==> src/rtl/alu_multicycle.sv <==
// Multi-cycle ALU: processes WIDTH-bit operands SLICE bits per clock through one narrow adder,
// with an internal architectural carry flag for ADC/SBB chains.
module alu_multicycle #(
  parameter int unsigned WIDTH = 32,
  parameter int unsigned SLICE = 8
) (
  input  logic             clk,
  input  logic             rst,
  input  logic             start,
  input  logic [2:0]       op,
  input  logic [WIDTH-1:0] a,
  input  logic [WIDTH-1:0] b,
  input  logic             clc,
  output logic             ready,
  output logic             done,
  output logic [WIDTH-1:0] y,
  output logic             c_flag,
  output logic             z_flag,
  output logic             v_flag
);

  localparam int unsigned NSLICE = WIDTH / SLICE;
  localparam int unsigned CNT_W  = (NSLICE > 1) ? $clog2(NSLICE) : 1;

  typedef enum logic [1:0] {StIdle, StRun, StDone} state_e;

  state_e             state_q, state_d;
  logic [WIDTH-1:0]   a_q, b_q, res_q, y_q;
  logic [2:0]         op_q;
  logic               carry_q;
  logic [CNT_W-1:0]   cnt_q;
  logic               c_q, z_q, v_q;

  logic               arith, last, cout, cout_1;
  logic [SLICE:0]     sum;
  logic [SLICE-1:0]   logic_sl, slice_res;
  logic [WIDTH-1:0]   res_next;

  assign arith = ~op_q[2];
  assign last  = (cnt_q == CNT_W'(NSLICE - 1));

  // Operands shift right each cycle, so the active slice is always the low SLICE bits.
  always_comb begin
    sum = {1'b0, a_q[SLICE-1:0]} + {1'b0, b_q[SLICE-1:0]} + {{SLICE{1'b0}}, carry_q};
    logic_sl = '0;
    unique case (op_q[1:0])
      2'b00:   logic_sl = a_q[SLICE-1:0] & b_q[SLICE-1:0];
      2'b01:   logic_sl = a_q[SLICE-1:0] | b_q[SLICE-1:0];
      2'b10:   logic_sl = a_q[SLICE-1:0] ^ b_q[SLICE-1:0];
      default: logic_sl = b_q[SLICE-1:0];
    endcase
    slice_res = arith ? sum[SLICE-1:0] : logic_sl;
    cout      = sum[SLICE];
    // Carry into the slice MSB recovered from the sum bit.
    cout_1    = a_q[SLICE-1] ^ b_q[SLICE-1] ^ sum[SLICE-1];
    res_next  = (res_q >> SLICE) | (WIDTH'(slice_res) << (WIDTH - SLICE));
  end

  always_comb begin
    state_d = state_q;
    unique case (state_q)
      StIdle:  if (start) state_d = StRun;
      StRun:   if (last) state_d = StDone;
      StDone:  state_d = StIdle;
      default: state_d = StIdle;
    endcase
  end

  always_ff @(posedge clk or posedge rst) begin
    if (rst) state_q <= StIdle;
    else     state_q <= state_d;
  end

  always_ff @(posedge clk or posedge rst) begin
    if (rst) begin
      a_q     <= '0;
      b_q     <= '0;
      res_q   <= '0;
      y_q     <= '0;
      op_q    <= '0;
      carry_q <= 1'b0;
      cnt_q   <= '0;
      c_q     <= 1'b0;
      z_q     <= 1'b0;
      v_q     <= 1'b0;
    end else if (state_q == StIdle) begin
      if (clc) c_q <= 1'b0;
      if (start) begin
        a_q     <= a;
        b_q     <= (~op[2] & op[1]) ? ~b : b;
        op_q    <= op;
        // clc on the accept edge takes effect before ADC/SBB read the flag.
        carry_q <= op[0] ? (c_q & ~clc) : op[1];
        cnt_q   <= '0;
      end
    end else if (state_q == StRun) begin
      a_q     <= a_q >> SLICE;
      b_q     <= b_q >> SLICE;
      res_q   <= res_next;
      carry_q <= cout;
      cnt_q   <= cnt_q + CNT_W'(1);
      if (last) begin
        y_q <= res_next;
        z_q <= (res_next == '0);
        v_q <= arith & (cout ^ cout_1);
        if (arith) c_q <= cout;
      end
    end
  end

  assign ready  = (state_q == StIdle);
  assign done   = (state_q == StDone);
  assign y      = y_q;
  assign c_flag = c_q;
  assign z_flag = z_q;
  assign v_flag = v_q;

endmodule
==> config.mk <==
export PLATFORM = sky130hd
export DESIGN_NAME = alu_multicycle
export DESIGN_NICKNAME = d
export VERILOG_FILES = /design/src/rtl/alu_multicycle.sv
export SDC_FILE = /design/constraint.sdc
export NUM_CORES = 1
export LEC_CHECK = 0
export ABC_AREA = 1
export BUFFER_PORTS_ARGS = -buffer_cell sky130_fd_sc_hd__buf_2
export CORE_UTILIZATION = 53
export CTS_BUF_LIST = sky130_fd_sc_hd__clkbuf_4 sky130_fd_sc_hd__clkbuf_8
export CTS_CLUSTER_DIAMETER = 30
export DETAILED_ROUTE_END_ITERATION = 8
export PLACE_DENSITY = 0.9
export SYNTH_ARGS = -nofsm -noshare
export SYNTH_HDL_FRONTEND = slang
export SYNTH_SLANG_ARGS = --single-unit
==> constraint.sdc <==
create_clock -name clk -period 4.5 [get_ports clk]
set_input_delay 0.9 -clock clk [delete_from_list [all_inputs] [get_ports clk]]
set_output_delay 0.9 -clock clk [all_outputs]
set_load 0.01 [all_outputs]
* Yosys cells after proc, flatten, opt, wreduce, memory -nomap -nowiden
Index checks and enable logic that the tools add are counted.
** Word-level totals
- Memory bits (writable) :: 0
- Memories :: 0
- Output and inout port bits :: 37
- Latch bits :: 0
- Bits in read-only memories :: 0
- Input port bits :: 71
- Register bits after elaboration :: 139
** Operators by class
- Multipliers :: 0
- $add $sub $neg :: 3
- Bitwise operators :: 15
- Divide/modulo/power cells :: 0
- Equality and inequality tests :: 9
- Shift operators :: 0
- Mux-type cells :: 24
- $lt $le $gt $ge :: 0
- Reduce and logical (&&, ||, !) cells :: 11
** Operator list (number)
- $mux 32 :: 7
- $logic_not 32->1 :: 1
- $not 32->32 :: 1
- $or 24x32->32 :: 1
- $pmux 8 s3 :: 1
- $mux 2 :: 5
- $add 8x8->9 :: 1
- $add 9x1->9 :: 1
- $mux 1 :: 9
- $and 8x8->8 :: 1
- $mux 8 :: 1
- $ne 2x2->1 const B :: 4
- $or 8x8->8 :: 1
- $reduce_and 2->1 :: 4
- $xor 8x8->8 :: 1
- $eq 2x2->1 const B :: 3
- $eq 2x1->1 const B :: 2
- $logic_not 2->1 :: 2
- $not 1->1 :: 4
- $pmux 2 s2 :: 1
- $reduce_and 4->1 :: 1
- $reduce_bool 2->1 :: 2
- $and 1x1->1 :: 3
- $reduce_and 3->1 :: 1
- other kinds (2) :: 4

* Logic depth before layout (Yosys ltp)
Gate-level depths: netlist of the first run.
- Word-level depth :: 6
- Mapped depth :: 15
- Gate-level depth less buffers :: 15

* Least setup slack after synthesis of the first run
No wires, ideal clock.
- Path type :: register -> register
- Start point :: register a_q[0]
- End point :: register z_q (netlist: z_flag)
- Path slack :: 2618 ps
- Cell stages (with the launch flop) :: 10
- Data required time :: 4435 ps
- Buffers on the path :: 0
- Period minus slack after synthesis :: 1882 ps
- Library setup time :: 65 ps
- Arrival time :: 1817 ps
- Cells stage by stage :: dfrtp_1 > inv_1 > fa_1 > inv_1 > fa_1 > a22oi_1 > nand2_1 > nor2_1 > nand3_1 > nand2_1
** Between the ends
- Cells in the longest elaborated chain, start to end :: 5
- Elaborated cells on any way between the ends :: 9
- Those cells by class :: add/sub: 2; mux: 2; bitwise: 4; reduce/logical: 1
** RTL lines
- start, declared :: line 28 : logic [WIDTH-1:0] a_q, b_q, res_q, y_q;
- start signal, assigned :: line 97 : a_q <= a_q >> SLICE;
- $add 8x8->9 (tied with other cells) :: line 44 : sum = {1'b0, a_q[SLICE-1:0]} + {1'b0, b_q[SLICE-1:0]} + {{SLICE{1'b0}}, carry_q};
- $add 9x1->9 / $pmux 8 s3 (equally long branches) :: line 44, 46
- $mux 8 (*) :: line 52 : slice_res = arith ? sum[SLICE-1:0] : logic_sl;
- $or 24x32->32 (*) :: line 56 : res_next = (res_q >> SLICE) | (WIDTH'(slice_res) << (WIDTH - SLICE));
- $logic_not 32->1 (*) :: line 104 : z_q <= (res_next == '0);
- end signal, assigned :: line 104
- end, declared :: line 32 : logic c_q, z_q, v_q;
Every way passes the cells marked *; elsewhere a longest branch is shown, timed or not.
A chain may end at the register's enable or synchronous reset.

* Worst setup path in the final report of the first run
- Start point :: register state_q[1]
- End point :: register carry_q
** Between the ends
- Cells in the longest elaborated chain, start to end :: 3
- Elaborated cells on any way between the ends :: 6
- Those cells by class :: eq/ne: 2; mux: 1; reduce/logical: 3
** RTL lines
- start, declared :: line 27 : state_e state_q, state_d;
- start signal, assigned :: line 70 : if (rst) state_q <= StIdle;
- start signal, assigned :: line 71 : else state_q <= state_d;
- $eq 2x1->1 / $logic_not 2->1 (equally long branches) :: line 96, 86
- $reduce_bool 2->1 (no line) / $ne 2x2->1 (equally long branches)
- $reduce_and 2->1 (no line)
- end signal, assigned :: line 93 : carry_q <= op[0] ? (c_q & ~clc) : op[1];
- end signal, assigned :: line 100 : carry_q <= cout;
- end, declared :: line 30 : logic carry_q;
Several ways; a longest one is shown, not always the timed one.

==> flow_summary.json, run 1 <==
{
  "cts_sinks": 131,
  "drt-total-wl_um": 14600,
  "remaining_drc_errors": 0,
  "cts_buffer_depth": 2,
  "netlist_instances": 820,
  "cp_max_fo": 87,
  "r2r_end": "carry_q",
  "grt_usage_pct": 23.9,
  "grt_max_degree": 88,
  "area_delta_synth_final_pct": 14.9,
  "p_leak_uw": 0.00391,
  "yosys_warnings": 0,
  "cts_tree": "built",
  "grt.met2_usage_pct": 39.3,
  "dp_slack_ns": 1.69,
  "final_core_util_pct": 63.2,
  "setup_ws_ns": 1.85,
  "num_vias": 5721,
  "hold_class": "flip-flop to flip-flop",
  "layout.nets": 996,
  "cts_made_buffers": 17,
  "tns_ns": 0,
  "die-area_um2": 13000,
  "startpoint": "state_q[1]",
  "holdPathEnd": "res_q[12]",
  "grt-ovfl-total": 0,
  "rows": 40,
  "htreeDepth": 4,
  "fin_cells": 1087,
  "port_buffers": 107,
  "hold_slack_ns": 0.478,
  "nFillCells": 1052,
  "cp.arrival_ns": 2.97,
  "antenna_found_initial": 0,
  "cts_root_buffer": "clkbuf_8",
  "avgSynthCellArea_um2": 8.12,
  "wire_per_inst_um": 13.4,
  "drt_first_pass_iters": 5,
  "critPathLaunchType": "flip-flop",
  "cts_resized": 0,
  "final_layout_size_suffix_gt1_share_pct": 18.4,
  "slew_headroom_pct": 34.2,
  "met1_usage_pct": 31.3,
  "finalCriticalPeriod_ns": 2.65,
  "seq_area_frac_synth_pct": 49.2,
  "cts-hold-fix-buffers": 0,
  "placed_cells": 1055,
  "ir_drop_uv": 358,
  "place_congestion": 0.894,
  "initial_core_util_pct": 55.0,
  "die_h_um": 114,
  "worstSetupEndpointType": "flip-flop",
  "tightest_slew_ns": 0.987,
  "r2r_start": "state_q[1]",
  "crit_type": "flip-flop to flip-flop",
  "grt_pass1_wl_um": 24200,
  "hpwl_um": 10500,
  "power_density_nw_per_um2": 768,
  "clock.fmax_ghz": 0.378,
  "core-area_um2": 12100,
  "slew_viol_final": 0,
  "antenna_left": 0,
  "grt_pass1_vias": 5274,
  "grt-busiest-layer": "met2",
  "drtIter0Drc": 368,
  "multi_input_area_um2": 2790,
  "synth_area_um2": 6660,
  "r2r_slack_ns": 1.85,
  "vias_per_cell": 5.26,
  "synth_seq_cells": 131,
  "cp_data_required_time_ns": 4.82,
  "hold_viol": 0,
  "rsz0062_at_grt": "no",
  "insertion_delay_ns": 0.46,
  "status": "complete, no violations",
  "finalCritPeriodShare_pct": 58.8,
  "hold_depth": 2,
  "clock_skew_ns": 0.0116,
  "rr_worst_depth": 6,
  "ys_types": 34,
  "io_pins": 108,
  "setup_violations": 0,
  "regArea_um2": 3280,
  "die_width_um": 114,
  "hp-start": "res_q[20]",
  "post_cts_buffers": 0,
  "antenna_cells": 0,
  "met3_usage_pct": 5.45,
  "maxCapViolCount": 0,
  "syn_nets": 910,
  "path_clk_slew_ns": 0.08
}
[worst max-delay path, stage by stage, from the launching register on]
cell and delay [ns]:
dfrtp_1 0.47, nor2_8 0.41, inv_2 0.31, nand2_4 0.66
inv_2 0.35, a21oi_1 0.21, a22oi_1 0.09
[cell usage in the layout (no fill, tap or decap), drive strengths merged, types with 4 or more instances in the layout]
| cell | n |
|---|---|
| nand2 | 212 |
| inv | 110 |
| clkbuf | 17 |
| ha | 17 |
| nor2 | 34 |
| xor2 | 13 |
| a21oi | 17 |
| o211ai | 33 |
| or2 | 11 |
| o31ai | 8 |
| o21ai | 143 |
| nand4 | 4 |
| buf | 110 |
| dfrtp | 131 |
| nand3 | 40 |
| clkinvlp | 6 |
[per-stage QoR]
step	power [uW]	cell area [um^2]
after CTS	5890	7650
after detailed placement	4860	7250
after global routing	6410	7650
after global placement	4720	7250
final	5880	7650
after floorplan	4170	6660
[Yosys cell counts (all sizes together)]
cell type / count / share of area, %
a21oi: 17 / 1.3
a22o: 1 / 0.13
a22oi: 2 / 0.23
buf: 17 / 1.5
clkbuf: 26 / 1.5
clkinv: 1 / 0.056
dfrtp: 131 / 49
fa: 2 / 0.60
ha: 17 / 3.2
inv: 104 / 5.9
nand2: 212 / 12
nand3: 40 / 3.0
nand3b: 2 / 0.23
nand4: 4 / 0.38
nor2: 34 / 2.3
nor3: 2 / 0.15
o211ai: 33 / 3.7
o21ai: 143 / 11
o31ai: 8 / 0.90
or2: 11 / 1.0
xor2: 13 / 1.7
[report_power, final]
| group | leakage [uW] | switching (uW) | total (uW) | internal, uW |
|---|---|---|---|---|
| Combinational | 0.00208 | 1910 | 2860 | 953 |
| Clock | 0.000186 | 512 | 1020 | 505 |
| Sequential | 0.00165 | 270 | 2000 | 1730 |
[worst max-delay path by stage]
stage	end	slack [ns]	depth (start not counted)
finish	carry_q	1.85	6
global placement	carry_q	1.74	6
global route	b_q[24]	1.56	5
floorplan	a_q[0]	0.10	1
CTS	carry_q	1.85	6
detailed placement	carry_q	1.69	6
[metal layers]
| layer | vias up | share of wire, % |
|---|---|---|
| li1 | 2831 | - |
| met1 | 2669 | 45 |
| met2 | 196 | 48 |
| met3 | 25 | 5.8 |
| met4 | 0 | 1.5 |
| met5 | - | 0 |
[cell type report]
cell class,count,share of cell area (%)
Clock buffer,17,3.06
Clock inverter,15,2.24
Inverter,105,5.18
Multi-Input combinational cell,541,36.5
Sequential cell,131,42.8
Tap cell,168,2.75
Timing Repair Buffer,110,7.46
[sequential cells by signal (all words and copies together) (netlist names), 2 cells and up]
register  cells
cnt_q         2
res_q        24
a_q          32
state_q       2
y            32
op_q          3
b_q          32
[cell families after synthesis]
kind of cell / count (synthesis) / synth area share [%]
buf+inv: 148 / 8.88
xor+xnor: 13 / 1.71
compound gates: 204 / 17.1
simple gates: 305 / 19.3
flops: 131 / 49.2
fa+ha+maj: 19 / 3.79
Note: power is estimated with default switching activity, not from simulation.
==> run 2: changes to the inputs <==
==> constraint.sdc (replaced) <==
create_clock -name clk -period 2.14 [get_ports clk]
set_input_delay 0.428 -clock clk [delete_from_list [all_inputs] [get_ports clk]]
set_output_delay 0.428 -clock clk [all_outputs]
set_load 0.01 [all_outputs]
==> flow_summary.json, run 2 (synthesis results as in run 1) <==
{
  "path_clk_slew_ns": 0.08,
  "r2r_end": "z_flag",
  "clock_skew_ns": 0.00979,
  "clock.fmax_ghz": 0.495,
  "remaining_drc_errors": 0,
  "num_vias": 5754,
  "core-area_um2": 12100,
  "power_density_nw_per_um2": 1640,
  "met3_usage_pct": 7.09,
  "layout.nets": 1007,
  "met1_usage_pct": 32.6,
  "placed_cells": 1064,
  "slowest_stage": "fa_2",
  "wire_per_inst_um": 14.0,
  "setup_violations": 0,
  "cts_tree": "built",
  "cp_data_required_time_ns": 2.54,
  "die-area_um2": 13000,
  "grt.met2_usage_pct": 42.3,
  "layout_common_cells": "nand2_1, dfrtp_1, o21ai_0",
  "antenna_cells": 0,
  "rows": 40,
  "port_buffers": 107,
  "antenna_found_initial": 0,
  "crit_type": "flip-flop to flip-flop",
  "final_common_cell": "nand2_1",
  "slew_viol_final": 0,
  "io_pins": 108,
  "drt_first_pass_iters": 5,
  "status": "complete, no violations",
  "grt_usage_pct": 25.5,
  "cts_root_buffer": "clkbuf_8",
  "antenna_left": 0,
  "die_h_um": 114,
  "hold_class": "input port to asynchronous set/reset pin",
  "hold_slack_ns": 0.145,
  "drt-total-wl_um": 15300,
  "crit_chain": "inv_2 > fa_2 > inv_2 > fa_2 > a22oi_1 > nand2_1 > nor2_1 > nand3_1 > nand2_1",
  "rr_worst_depth": 9,
  "finalCritPeriodShare_pct": 94.4,
  "hpwl_um": 10700,
  "cts_made_buffers": 17,
  "r2r_start": "a_q[0]",
  "grt_pass1_vias": 5613,
  "fin_cells": 1098,
  "slew_headroom_pct": 52.1,
  "grt-ovfl-total": 0,
  "worstSetupEndpointType": "flip-flop",
  "cts_buffer_depth": 2,
  "place_congestion": 0.913,
  "maxCapViolCount": 0,
  "critical_path.max_stage_delay_ns": 0.44,
  "grt_max_degree": 132,
  "initial_core_util_pct": 55.0,
  "cts_sinks": 131,
  "p_leak_uw": 0.00398,
  "r2r_slack_ns": 0.12,
  "vias_per_cell": 5.24,
  "ir_drop_uv": 806,
  "grt-busiest-layer": "met2",
  "grt_pass1_wl_um": 25800,
  "htreeDepth": 4,
  "tightest_slew_ns": 0.719,
  "area_delta_synth_final_pct": 17.1,
  "die_width_um": 114,
  "drtIter0Drc": 475,
  "insertion_delay_ns": 0.45,
  "final_layout_size_suffix_gt1_share_pct": 20.6,
  "cp.arrival_ns": 2.42,
  "finalCriticalPeriod_ns": 2.02,
  "cp_max_fo": 3,
  "hold_viol": 0,
  "critPathLaunchType": "flip-flop"
}
## run 2: cell count changes in the layout (fill, tap and decap cells not counted), moves of 2 or more
| cell | before | now |
|---|---|---|
| buf_12 | 1 | 3 |
| buf_4 | 2 | 11 |
| clkbuf_8 | 17 | 20 |
| fa_1 | 2 | 0 |
| fa_2 | 0 | 2 |
| inv_1 | 95 | 92 |
| inv_2 | 8 | 11 |
| inv_8 | 2 | 0 |
| nand2_1 | 209 | 205 |
| nand2_2 | 1 | 5 |
## run 2: per-layer routing
layer | wire, um | part of all wire, %
met1 | 6680 | 44
met2 | 7430 | 48
met3 | 1000 | 6.5
met4 | 212 | 1.4
met5 | 0 | 0
## run 2: worst max-delay path: cells and delay by family (launching register included)
| kind | cells | cell delay, ns |
|---|---|---|
| fa+ha+maj | 2 | 0.82 |
| flops | 1 | 0.37 |
| simple gates | 4 | 0.36 |
| compound gates | 1 | 0.27 |
| buf+inv | 2 | 0.16 |
## run 2: layout make-up
cell class	instances	area, um^2
Sequential cell	131	3280
Inverter	105	398
Clock inverter	12	143
Multi-Input combinational cell	541	2820
Tap cell	168	210
Clock buffer	20	275
Timing Repair Buffer	121	678
Fill cell	1060	4310
## run 2: report_power, final
part / switching [uW] / internal [uW] / leakage [uW]
logic: 4150 / 2210 / 0.00213
clock network: 1050 / 1150 / 0.000199
registers: 594 / 3630 / 0.00165
## run 2: per-stage QoR
| step | power, uW | instance area, um^2 | setup WS [ns] | util (%) | setup TNS, ns |
|---|---|---|---|---|---|
| floorplan | 8760 | 6670 | 0.0888 | - | 0 |
| CTS | 12700 | 7770 | 0.0311 | 64.1 | 0 |
| detailed placement | 10400 | 7340 | 0.0534 | 60.6 | 0 |
| finish | 12800 | 7800 | 0.119 | 64.4 | 0 |
| global route | 14000 | 7800 | -0.00251 | 64.4 | -0.00251 |
| global placement | 10200 | 7340 | 0.125 | 60.6 | 0 |
## run 2: repair_timing
| item | 4_1_cts | 5_1_grt |
|---|---|---|
| buffers inserted | 1 | 1 |
| pin swaps | 1 | 3 |
| cloned | 0 | 0 |
| gates resized for setup | 0 | 12 |
| hold buffers | 0 | 0 |
| endpoints found under the setup margin | 1 | 6 |
| endpoints found under the hold margin | 0 | 0 |
## run 2: worst max-delay path by stage
stage / from / to / slack (ns) / depth (start not counted)
4_1_cts: a_q[0] / carry_q / 0.03 / 14
3_3_place_gp: a_q[0] / carry_q / 0.12 / 14
3_5_place_dp: a_q[0] / carry_q / 0.05 / 14
6_report: a_q[0] / z_flag / 0.12 / 9
5_1_grt: a_q[0] / v_flag / -0.003 / 15
2_1_floorplan: rst / a_q[0] / 0.09 / 1
